## config.mk

```make
export PLATFORM = sky130hd
export DESIGN_NAME = bfly_pipe_flat
export DESIGN_NICKNAME = d
export VERILOG_FILES = /design/src/rtl/bfly_pkg.sv /design/src/rtl/bfly_pipe_if.sv /design/src/rtl/bfly_cmul.sv /design/src/rtl/bfly_pipe.sv /design/src/flat_wrapper.sv
export SDC_FILE = /design/constraint.sdc
export NUM_CORES = 1
export LEC_CHECK = 0
export ABC_AREA = 1
export CAP_MARGIN = 30
export CORE_ASPECT_RATIO = 1.5
export CORE_MARGIN = 1.5
export CORE_UTILIZATION = 47
export DETAILED_ROUTE_END_ITERATION = 8
export PLACE_DENSITY = 0.64
export SLEW_MARGIN = 30
export SYNTH_ARGS = -nofsm -noshare
export SYNTH_HDL_FRONTEND = slang
export SYNTH_SLANG_ARGS = --single-unit
```

## constraint.sdc

```tcl
create_clock -name clk -period 5.2 [get_ports clk]
set_input_delay 0.78 -clock clk [delete_from_list [all_inputs] [get_ports clk]]
set_output_delay 0.78 -clock clk [all_outputs]
set_load 0.02 [all_outputs]
```

## src/rtl/bfly_pkg.sv

```systemverilog
// Shared types, constants and helpers for the radix-2 butterfly pipeline.
package bfly_pkg;

    localparam int DW_DEF = 9;
    localparam int TW_DEF = 9;

    // Twiddles are Q1.(TW-1): one sign/integer bit, the rest fraction.
    function automatic int frac_bits(input int tw);
        return tw - 1;
    endfunction

    typedef struct packed {
        logic signed [DW_DEF-1:0] re;
        logic signed [DW_DEF-1:0] im;
    } cplx_t;

    // Reduce v to a dw-bit signed value. Returns {overflow, value}; the
    // caller keeps the low dw bits of value. With sat_en the value is
    // clamped, otherwise it is left as-is so the low bits wrap.
    function automatic logic [32:0] sat_trunc(input logic signed [31:0] v,
                                              input int dw,
                                              input logic sat_en);
        logic signed [31:0] hi;
        logic signed [31:0] lo;
        logic signed [31:0] r;
        logic               ov;
        hi = (32'sd1 <<< (dw - 1)) - 32'sd1;
        lo = -(32'sd1 <<< (dw - 1));
        ov = (v > hi) || (v < lo);
        r  = v;
        if (sat_en && (v > hi)) begin
            r = hi;
        end else if (sat_en && (v < lo)) begin
            r = lo;
        end
        return {ov, r};
    endfunction

endpackage

```

## src/rtl/bfly_pipe_if.sv

```systemverilog
// Beat-level interface of the butterfly pipeline: input beat, output beat, overflow flag.
interface bfly_pipe_if
    import bfly_pkg::*;
#(
    parameter int DW = DW_DEF,
    parameter int TW = TW_DEF
);
    logic                 in_valid;
    logic                 in_ready;
    logic signed [DW-1:0] xr, xi, yr, yi;
    logic signed [TW-1:0] wr, wi;
    logic                 inv;
    logic                 scale;
    logic                 out_valid;
    logic                 out_ready;
    logic signed [DW-1:0] o0r, o0i, o1r, o1i;
    logic                 ovf;
    logic                 clr_ovf;

    modport master (
        output in_valid, xr, xi, yr, yi, wr, wi, inv, scale, out_ready, clr_ovf,
        input  in_ready, out_valid, o0r, o0i, o1r, o1i, ovf
    );

    modport slave (
        input  in_valid, xr, xi, yr, yi, wr, wi, inv, scale, out_ready, clr_ovf,
        output in_ready, out_valid, o0r, o0i, o1r, o1i, ovf
    );
endinterface

```

## src/rtl/bfly_cmul.sv

```systemverilog
// Stages 1-2 of the butterfly: registered products, conjugate-aware sums and round-half-up.
module bfly_cmul
    import bfly_pkg::*;
#(
    parameter int DW = DW_DEF,
    parameter int TW = TW_DEF
) (
    input  logic                 clk,
    input  logic                 rst,
    input  logic                 en,
    input  logic                 in_valid,
    input  logic signed [DW-1:0] xr_i,
    input  logic signed [DW-1:0] xi_i,
    input  logic signed [DW-1:0] yr_i,
    input  logic signed [DW-1:0] yi_i,
    input  logic signed [TW-1:0] wr_i,
    input  logic signed [TW-1:0] wi_i,
    input  logic                 inv_i,
    input  logic                 scale_i,
    output logic                 valid_o,
    output logic signed [DW-1:0] xr_o,
    output logic signed [DW-1:0] xi_o,
    output logic signed [DW+1:0] tr_o,
    output logic signed [DW+1:0] ti_o,
    output logic                 scale_o
);
    localparam int PW   = DW + TW;
    localparam int SW   = PW + 1;
    localparam int FRAC = frac_bits(TW);
    localparam logic signed [SW-1:0] RND = SW'(1) << (FRAC - 1);

    logic                 v1_q, inv1_q, scale1_q;
    logic signed [DW-1:0] x1r_q, x1i_q;
    logic signed [PW-1:0] p_rr_q, p_ii_q, p_ri_q, p_ir_q;

    logic                 v2_q, scale2_q;
    logic signed [DW-1:0] x2r_q, x2i_q;
    logic signed [DW+1:0] tr_q, ti_q;

    logic signed [SW-1:0] pr_d, pi_d;
    logic signed [DW+1:0] tr_d, ti_d;

    // Inverse uses the conjugate twiddle, which flips the sign of every wi term.
    always_comb begin
        if (inv1_q) begin
            pr_d = SW'(p_rr_q) + SW'(p_ii_q);
            pi_d = SW'(p_ir_q) - SW'(p_ri_q);
        end else begin
            pr_d = SW'(p_rr_q) - SW'(p_ii_q);
            pi_d = SW'(p_ri_q) + SW'(p_ir_q);
        end
        tr_d = (DW+2)'((pr_d + RND) >>> FRAC);
        ti_d = (DW+2)'((pi_d + RND) >>> FRAC);
    end

    always_ff @(posedge clk) begin
        if (rst) begin
            v1_q <= 1'b0;
            v2_q <= 1'b0;
        end else if (en) begin
            v1_q <= in_valid;
            v2_q <= v1_q;
        end
    end

    always_ff @(posedge clk) begin
        if (en) begin
            p_rr_q   <= PW'(yr_i) * PW'(wr_i);
            p_ii_q   <= PW'(yi_i) * PW'(wi_i);
            p_ri_q   <= PW'(yr_i) * PW'(wi_i);
            p_ir_q   <= PW'(yi_i) * PW'(wr_i);
            x1r_q    <= xr_i;
            x1i_q    <= xi_i;
            inv1_q   <= inv_i;
            scale1_q <= scale_i;
            x2r_q    <= x1r_q;
            x2i_q    <= x1i_q;
            tr_q     <= tr_d;
            ti_q     <= ti_d;
            scale2_q <= scale1_q;
        end
    end

    assign valid_o = v2_q;
    assign xr_o    = x2r_q;
    assign xi_o    = x2i_q;
    assign tr_o    = tr_q;
    assign ti_o    = ti_q;
    assign scale_o = scale2_q;
endmodule

```

## src/rtl/bfly_pipe.sv

```systemverilog
// Three-stage radix-2 butterfly with global-stall handshake and sticky overflow.
// Define BFLY_SAT_EN to clamp out-of-range results; otherwise they wrap.
module bfly_pipe
    import bfly_pkg::*;
#(
    parameter int DW = DW_DEF,
    parameter int TW = TW_DEF
) (
    input logic        clk,
    input logic        rst,
    bfly_pipe_if.slave bus
);
`ifdef BFLY_SAT_EN
    localparam logic SAT_EN = 1'b1;
`else
    localparam logic SAT_EN = 1'b0;
`endif

    logic                 adv;
    logic                 out_valid_q, ovf_q;
    logic                 v2, scale2;
    logic signed [DW-1:0] x2r, x2i;
    logic signed [DW+1:0] t2r, t2i;

    logic signed [DW-1:0] x3 [2];
    logic signed [DW+1:0] t3 [2];
    logic signed [DW-1:0] o0_d [2];
    logic signed [DW-1:0] o1_d [2];
    logic signed [DW-1:0] o0_q [2];
    logic signed [DW-1:0] o1_q [2];
    logic [1:0]           ov_d;

    // Whole pipeline moves together; an unconsumed output freezes every stage.
    assign adv          = !out_valid_q || bus.out_ready;
    assign bus.in_ready = adv;

    bfly_cmul #(.DW(DW), .TW(TW)) u_cmul (
        .clk      (clk),
        .rst      (rst),
        .en       (adv),
        .in_valid (bus.in_valid),
        .xr_i     (bus.xr),
        .xi_i     (bus.xi),
        .yr_i     (bus.yr),
        .yi_i     (bus.yi),
        .wr_i     (bus.wr),
        .wi_i     (bus.wi),
        .inv_i    (bus.inv),
        .scale_i  (bus.scale),
        .valid_o  (v2),
        .xr_o     (x2r),
        .xi_o     (x2i),
        .tr_o     (t2r),
        .ti_o     (t2i),
        .scale_o  (scale2)
    );

    assign x3[0] = x2r;
    assign x3[1] = x2i;
    assign t3[0] = t2r;
    assign t3[1] = t2i;

    // Index 0 is the real component, index 1 the imaginary one.
    genvar gi;
    generate
        for (gi = 0; gi < 2; gi++) begin : g_comp
            logic signed [DW+2:0] s0, s1, s0_sc, s1_sc;
            always_comb begin
                s0    = (DW+3)'(x3[gi]) + (DW+3)'(t3[gi]);
                s1    = (DW+3)'(x3[gi]) - (DW+3)'(t3[gi]);
                s0_sc = scale2 ? (s0 >>> 1) : s0;
                s1_sc = scale2 ? (s1 >>> 1) : s1;
            end
            assign o0_d[gi] = DW'(sat_trunc(32'(s0_sc), DW, SAT_EN));
            assign o1_d[gi] = DW'(sat_trunc(32'(s1_sc), DW, SAT_EN));
            assign ov_d[gi] = 1'(sat_trunc(32'(s0_sc), DW, SAT_EN) >> 32)
                            | 1'(sat_trunc(32'(s1_sc), DW, SAT_EN) >> 32);
        end
    endgenerate

    always_ff @(posedge clk) begin
        if (rst) begin
            out_valid_q <= 1'b0;
            ovf_q       <= 1'b0;
            o0_q[0]     <= '0;
            o0_q[1]     <= '0;
            o1_q[0]     <= '0;
            o1_q[1]     <= '0;
        end else begin
            if (adv) begin
                out_valid_q <= v2;
                if (v2) begin
                    o0_q[0] <= o0_d[0];
                    o0_q[1] <= o0_d[1];
                    o1_q[0] <= o1_d[0];
                    o1_q[1] <= o1_d[1];
                end
            end
            // A new overflow outranks a simultaneous clear.
            if (adv && v2 && (|ov_d)) begin
                ovf_q <= 1'b1;
            end else if (bus.clr_ovf) begin
                ovf_q <= 1'b0;
            end
        end
    end

    assign bus.out_valid = out_valid_q;
    assign bus.o0r       = o0_q[0];
    assign bus.o0i       = o0_q[1];
    assign bus.o1r       = o1_q[0];
    assign bus.o1i       = o1_q[1];
    assign bus.ovf       = ovf_q;
endmodule

```

## src/flat_wrapper.sv

```systemverilog
// flat-port wrapper written by rule: the top's interface ports become plain ports
module bfly_pipe_flat import bfly_pkg::*;
#(
    parameter int DW = DW_DEF,
    parameter int TW = TW_DEF
)
  (clk, rst, bus_in_valid, bus_xr, bus_xi, bus_yr, bus_yi, bus_wr, bus_wi, bus_inv, bus_scale, bus_out_ready, bus_clr_ovf, bus_in_ready, bus_out_valid, bus_o0r, bus_o0i, bus_o1r, bus_o1i, bus_ovf);
  bfly_pipe_if #(.DW(DW), .TW(TW)) bus_i ();
  input logic clk;
  input logic rst;
  input wire logic [$bits(bus_i.in_valid)-1:0] bus_in_valid;
  input wire logic [$bits(bus_i.xr)-1:0] bus_xr;
  input wire logic [$bits(bus_i.xi)-1:0] bus_xi;
  input wire logic [$bits(bus_i.yr)-1:0] bus_yr;
  input wire logic [$bits(bus_i.yi)-1:0] bus_yi;
  input wire logic [$bits(bus_i.wr)-1:0] bus_wr;
  input wire logic [$bits(bus_i.wi)-1:0] bus_wi;
  input wire logic [$bits(bus_i.inv)-1:0] bus_inv;
  input wire logic [$bits(bus_i.scale)-1:0] bus_scale;
  input wire logic [$bits(bus_i.out_ready)-1:0] bus_out_ready;
  input wire logic [$bits(bus_i.clr_ovf)-1:0] bus_clr_ovf;
  output wire logic [$bits(bus_i.in_ready)-1:0] bus_in_ready;
  output wire logic [$bits(bus_i.out_valid)-1:0] bus_out_valid;
  output wire logic [$bits(bus_i.o0r)-1:0] bus_o0r;
  output wire logic [$bits(bus_i.o0i)-1:0] bus_o0i;
  output wire logic [$bits(bus_i.o1r)-1:0] bus_o1r;
  output wire logic [$bits(bus_i.o1i)-1:0] bus_o1i;
  output wire logic [$bits(bus_i.ovf)-1:0] bus_ovf;
  assign bus_i.in_valid = bus_in_valid;
  assign bus_i.xr = bus_xr;
  assign bus_i.xi = bus_xi;
  assign bus_i.yr = bus_yr;
  assign bus_i.yi = bus_yi;
  assign bus_i.wr = bus_wr;
  assign bus_i.wi = bus_wi;
  assign bus_i.inv = bus_inv;
  assign bus_i.scale = bus_scale;
  assign bus_i.out_ready = bus_out_ready;
  assign bus_i.clr_ovf = bus_clr_ovf;
  assign bus_in_ready = bus_i.in_ready;
  assign bus_out_valid = bus_i.out_valid;
  assign bus_o0r = bus_i.o0r;
  assign bus_o0i = bus_i.o0i;
  assign bus_o1r = bus_i.o1r;
  assign bus_o1i = bus_i.o1i;
  assign bus_ovf = bus_i.ovf;
  bfly_pipe #(.DW(DW), .TW(TW)) u_core (.clk(clk), .rst(rst), .bus(bus_i));
endmodule
```

# Yosys cells after proc, flatten, opt, wreduce, memory -nomap -nowiden
# Memories as Yosys holds them, arrays and structs flattened.
# Cells that the tools add are included.
# W data, S select, Z words.
[word_totals]
register_bits = 137
ram_bits = 36
inputBits = 61
output_inout_bits = 39
n_memories = 2
[op_classes]
addsub = 10
mul = 4
order_cmp = 8
mux = 18
n_bitwise = 6
n_reduce_logical = 10
[memory_table]
columns = ["name", "depth", "width", "read_ports", "rd_ports_with_merged_regs", "wr", "line_no", "rtl"]
rows = [
  ["u_core.o0_q", 2, 9, 2, 0, 2, "bfly_pipe.sv:29", "logic signed [DW-1:0] o0_q [2];"],
  ["u_core.o1_q", 2, 9, 2, 0, 2, "bfly_pipe.sv:30", "logic signed [DW-1:0] o1_q [2];"],
]
[ops]
columns = ["op", "count"]
rows = [
  ["$mul A9 B9 Y18", 4],
  ["$gt A12 B9 Y1 const B", 4],
  ["$lt A12 B9 Y1 const B", 4],
  ["$mux W11", 4],
  ["$add A18 B18 Y19", 2],
  ["$add A19 B9 Y19 const B", 2],
  ["$mux W19", 2],
  ["$sub A18 B18 Y19", 2],
  ["$mux W9", 4],
  ["$add A9 B11 Y12", 2],
  ["$sub A9 B11 Y12", 2],
  ["$mux W1", 8],
  ["$or A1 B1 Y1", 6],
  ["$logic_or A1 B1 Y1", 5],
  ["$logic_and A1 B1 Y1", 2],
  ["$reduce_bool A2 Y1", 1],
  ["$reduce_or A2 Y1", 1],
  ["$logic_not A1 Y1", 1],
]

# Logic depth before layout (Yosys ltp)
[logic_depth]
depth_word = 8
mapped_depth = 25

# Hierarchy
# A second synthesis with hierarchy kept.
[hier_totals]
hier_cells = 3075
area_unflattened_um2 = 24463.5
[modules_own_cells]
columns = ["module", "n_inst", "cells_per_inst", "area_each_um2", "seq_area_each_um2"]
rows = [
  ["bfly_cmul", 1, 2376, 19854.0, 4033.9],
  ["bfly_pipe", 1, 699, 4609.4, 1121.1],
]

# Worst setup path after synthesis
# No wires, ideal clock.
[synth_timing]
path_kind = "input -> register"
from = "in bus_wi[7]"
to = "reg u_core.u_cmul.p_ri_q[17], data pin"
t_arrival_ns = 5.240
slack_ns = -0.301
stages = 18
path_buffers = 2
path_cell_list = "clkbuf_1 clkbuf_1 nand2_1 fa_1 fa_1 inv_1 fa_1 fa_1 fa_1 ha_1 a21oi_1 nand2_1 a21oi_1 o21ai_0 a21oi_1 nor2_1 nor2_1 xor2_1"
[synth_via]
elab_chain_len = 1
[synth_rtl]
columns = ["item", "line_no", "rtl"]
rows = [
  ["start, declared", "flat_wrapper.sv:17", "input wire logic [$bits(bus_i.wi)-1:0] bus_wi;"],
  ["$mul A9 B9 Y18", "bfly_cmul.sv:70", "p_ri_q <= PW'(yr_i) * PW'(wi_i);"],
  ["end signal, assigned", "bfly_cmul.sv:70", ""],
  ["end, declared", "bfly_cmul.sv:34", "logic signed [PW-1:0] p_rr_q, p_ii_q, p_ri_q, p_ir_q;"],
]
# No other way between the ends.
# A chain may end at the register's enable or synchronous reset.

# Worst setup path after layout
[layout_timing]
from = "in bus_wi[0]"
to = "reg u_core.u_cmul.p_ri_q[16], data pin"
# Same word-level chain as after synthesis.

==> metrics <==
reg2reg path depth=20; DR vias/cell=4.99; worst hold path type=register to register; Unique masters post-synth=40; crit-path max FO=7; Startpoint Class=input port; Hold Crit Start=u_core.u_cmul.x1r_q[4]$_DFFE_PN_; Finished Layout Cells=between 3k and 4k; n_diodes=0; most frequent cells in the layout=772 x nand2_1, 628 x inv_1, 271 x fa_1; Worst-path clk slew=approximately 0.07 ns; Max-cap violations=0; H-tree depth=4; CTS Buf Count=17; P&R area growth vs syn=21.5%; sum of buffers and inverters on the critical path=5; first-pass GRT wire length=99,300 um; Crit path top cell by count=fa_1; fmax=~200 MHz; Total GRT Usage=about a quarter; Crit path depth=20; CP peak stage delay=around 0.6 ns; initial antenna violation count=1; hold path cells=0; Slowest-stage cell, CP=fa_1; Fin Clk Skew=~0.014 ns; status=finished clean; core area=about 50,000 um2; die area=52,200 um2; fin crit period=5.10 ns; post-route DRC violation count=0; arrival time at the worst endpoint=5.30 ns; Antenna Nets Post-Route=0; clock latency on the worst-skew pair=about 0.46 ns; Slew HR=between 50 and 60%; CTS root buffer=clkbuf_16; static leakage=between 0.015 and 0.02 uW; fraction of layout cells with a size suffix above 1=between 10% and 20%; Clock Sinks=roughly 170; storage element area=5150 um2; critical path required time=~5.4 ns; setup violators final=0; vias in the first global route=slightly above 20k; Congestion Overflow GR=0; Initial Util=between 40% and 50%; per-cell routed wire length=about 16 um; Worst Setup End Kind=register; Die Wd=187 um; Fill cells=roughly 4.5k; Synth warnings=0; DRT Pass-1 Iters=7; initial DRC count=roughly 980; largest net degree at the start of global routing=75; Seq cells post-synth=173; Nets=3,841; port buffer count=99; CTS tree=built; Setup TNS=0 ns; Post-DP HPWL=51,700 um; RD Place Congestion=between 0.9 and 1; Synth top area share=23.8%; final wirelength=63,700 um; PwrDens=approximately 670 nW/um2; most common cell after layout, fill and taps aside=nand2_1; total power=between 15,000 and 20,000 uW; CP Cell Sequence=clkdlybuf4s50_1, buf_12, nand2_2, inv_2, fa_1, inv_2, fa_1, inv_1, fa_1, fa_1, ha_4, ha_4, nand2_2, nor2_2, a21oi_4, o21ai_2, a21oi_2, nor2_1, nor2_1, xor2_1; # rows=~100; critical path class=input port to register; Final Cycle Share=between 90% and 100%; Reg2Reg Launch Point=u_core.u_cmul.p_ii_q[0]$_DFFE_PN_; Mapped Cells=roughly 3.0k; Syn Std Cell Area=23,900 um2; I/O pins=100; placed insts=between 3k and 4k; Slew Viols, Final=0; top cells by area, synth=fa_1 24%, edfxtp_1 21%, nand2_1 12%, ha_1 12%, inv_1 10%; Clock Tree Buf Depth=2; Via Count=around 20k; peak supply drop=~0.36 mV; delay-heaviest family, CP=adder cells; post-synth top area cell=fa_1; syn_nets=~3.6k; Syn Area/Cell=8.02 um2; worst slew pin tran=between 0.7 and 0.8 ns; sequential share of the synthesized area=21.6%; launch point of the worst path=bus_wi[0]; Multi-input gate area=16,500 um2; die height=279 um; Hold Vio Cnt, Final=0
synthesized netlist by cell type (all sizes together):
library cell and count:
clkbuf 78, nand3b 7, a31oi 4, nand2 795, o21a 2, dfxtp 4, o21ai 67, a21oi 158
edfxtp 169, nand3 116, a21o 1, and2 1, xnor2 42, o21bai 12, or2 4, nand4 25
ha 234, inv 638, a21boi 1, nor3 18, nor2 185, o31ai 3, buf 23, nor4 1
xor2 103, fa 284
cell type report:
type,instances,share of cell area [%]
Tap cell,669,2.89
Clock inverter,14,0.673
Timing Repair Buffer,369,12.0
Sequential cell,173,17.8
Inverter,638,8.29
Clock buffer,18,1.48
Multi-Input combinational cell,2063,56.9
logic make-up after synthesis:
group | Yosys count | synth area share [%]
and+or+nand+nor | 1152 | 19.8
buffers and inverters | 739 | 11.7
adders and majority gates | 518 | 36.1
AOI/OAI and AO/OA | 248 | 5.45
DFF | 173 | 21.6
xor gates and xnor gates | 145 | 5.38
state kept, by name, indices dropped and copies added, names as in the netlist, 9 cells and up:
name,count
u_core.u_cmul.x1i_q,9
u_core.u_cmul.p_ii_q,18
u_core.u_cmul.xr_o,9
u_core.u_cmul.p_rr_q,18
u_core.u_cmul.xi_o,9
u_core.u_cmul.p_ir_q,18
u_core.u_cmul.x1r_q,9
u_core.u_cmul.tr_o,11
u_core.o1_q,18
u_core.o0_q,18
u_core.u_cmul.p_ri_q,18
u_core.u_cmul.ti_o,11
power breakdown:
| group | total [uW] | leakage (uW) | switching (uW) | internal (uW) |
|---|---|---|---|---|
| logic | 15400 | 0.0134 | 8690 | 6730 |
| clock network | 1390 | 0.000302 | 615 | 774 |
| registers | 2760 | 0.00182 | 261 | 2500 |
per-stage QoR:
stage	setup slack, ns	hold slack (ns)	instance area (um2)	util, %
floorplan	-0.0226	0.400	24000	-
global route	-0.0975	0.431	29000	57.5
finish	0.101	0.423	29000	57.5
CTS	0.00165	0.426	28000	55.6
detailed placement	-0.678	0.405	27300	54.2
global placement	-0.578	0.404	27300	54.2
per-layer routing:
metal  GRT usage (%)  up-vias  part of all wire, %
li1                -     9664                    -
met1            25.1     9376                   37
met2            47.7      478                   55
met3            1.73      149                  2.7
met4            12.3        0                  5.5
met5               0        -                    0
worst reg2reg max path, cell delays in order (launching register included):
cell and delay [ns]:
edfxtp_1 0.39, inv_1 0.09, ha_1 0.18, nand3_1 0.14, nor2_1 0.23, nand3_1 0.21, o31ai_1 0.35, o21ai_0 0.19
xor2_1 0.18, ha_1 0.38, nand2_1 0.12, nor3_1 0.37, nand3b_1 0.22, nand3_1 0.13, nand2_1 0.05, nand2_1 0.09
nand2_1 0.06, nor2_1 0.12, nand3_1 0.08, nand2_1 0.07, nand2_1 0.06
worst paths after layout:
kind | to | slack [ns]
max | u_core.u_cmul.p_ri_q[16]$_DFFE_PN_ | 0.10
min | u_core.u_cmul.xr_o[4]$_DFFE_PN_ | 0.42
max reg2reg | u_core.u_cmul.tr_o[10]$_DFFE_PN_ | 1.25
min reg2reg | u_core.u_cmul.xr_o[4]$_DFFE_PN_ | 0.42
what timing repair did:
| item | CTS | global route |
|---|---|---|
| hold buffers | 0 | 0 |
| pin swaps | 4 | 58 |
| gates cloned | 0 | 4 |
| endpoints found under the setup margin | 9 | 15 |
| resized for setup | 13 | 151 |
| endpoints found under the hold margin | 0 | 0 |
| setup buffers | 3 | 27 |
No activity file was read; power rests on OpenSTA's default activity.
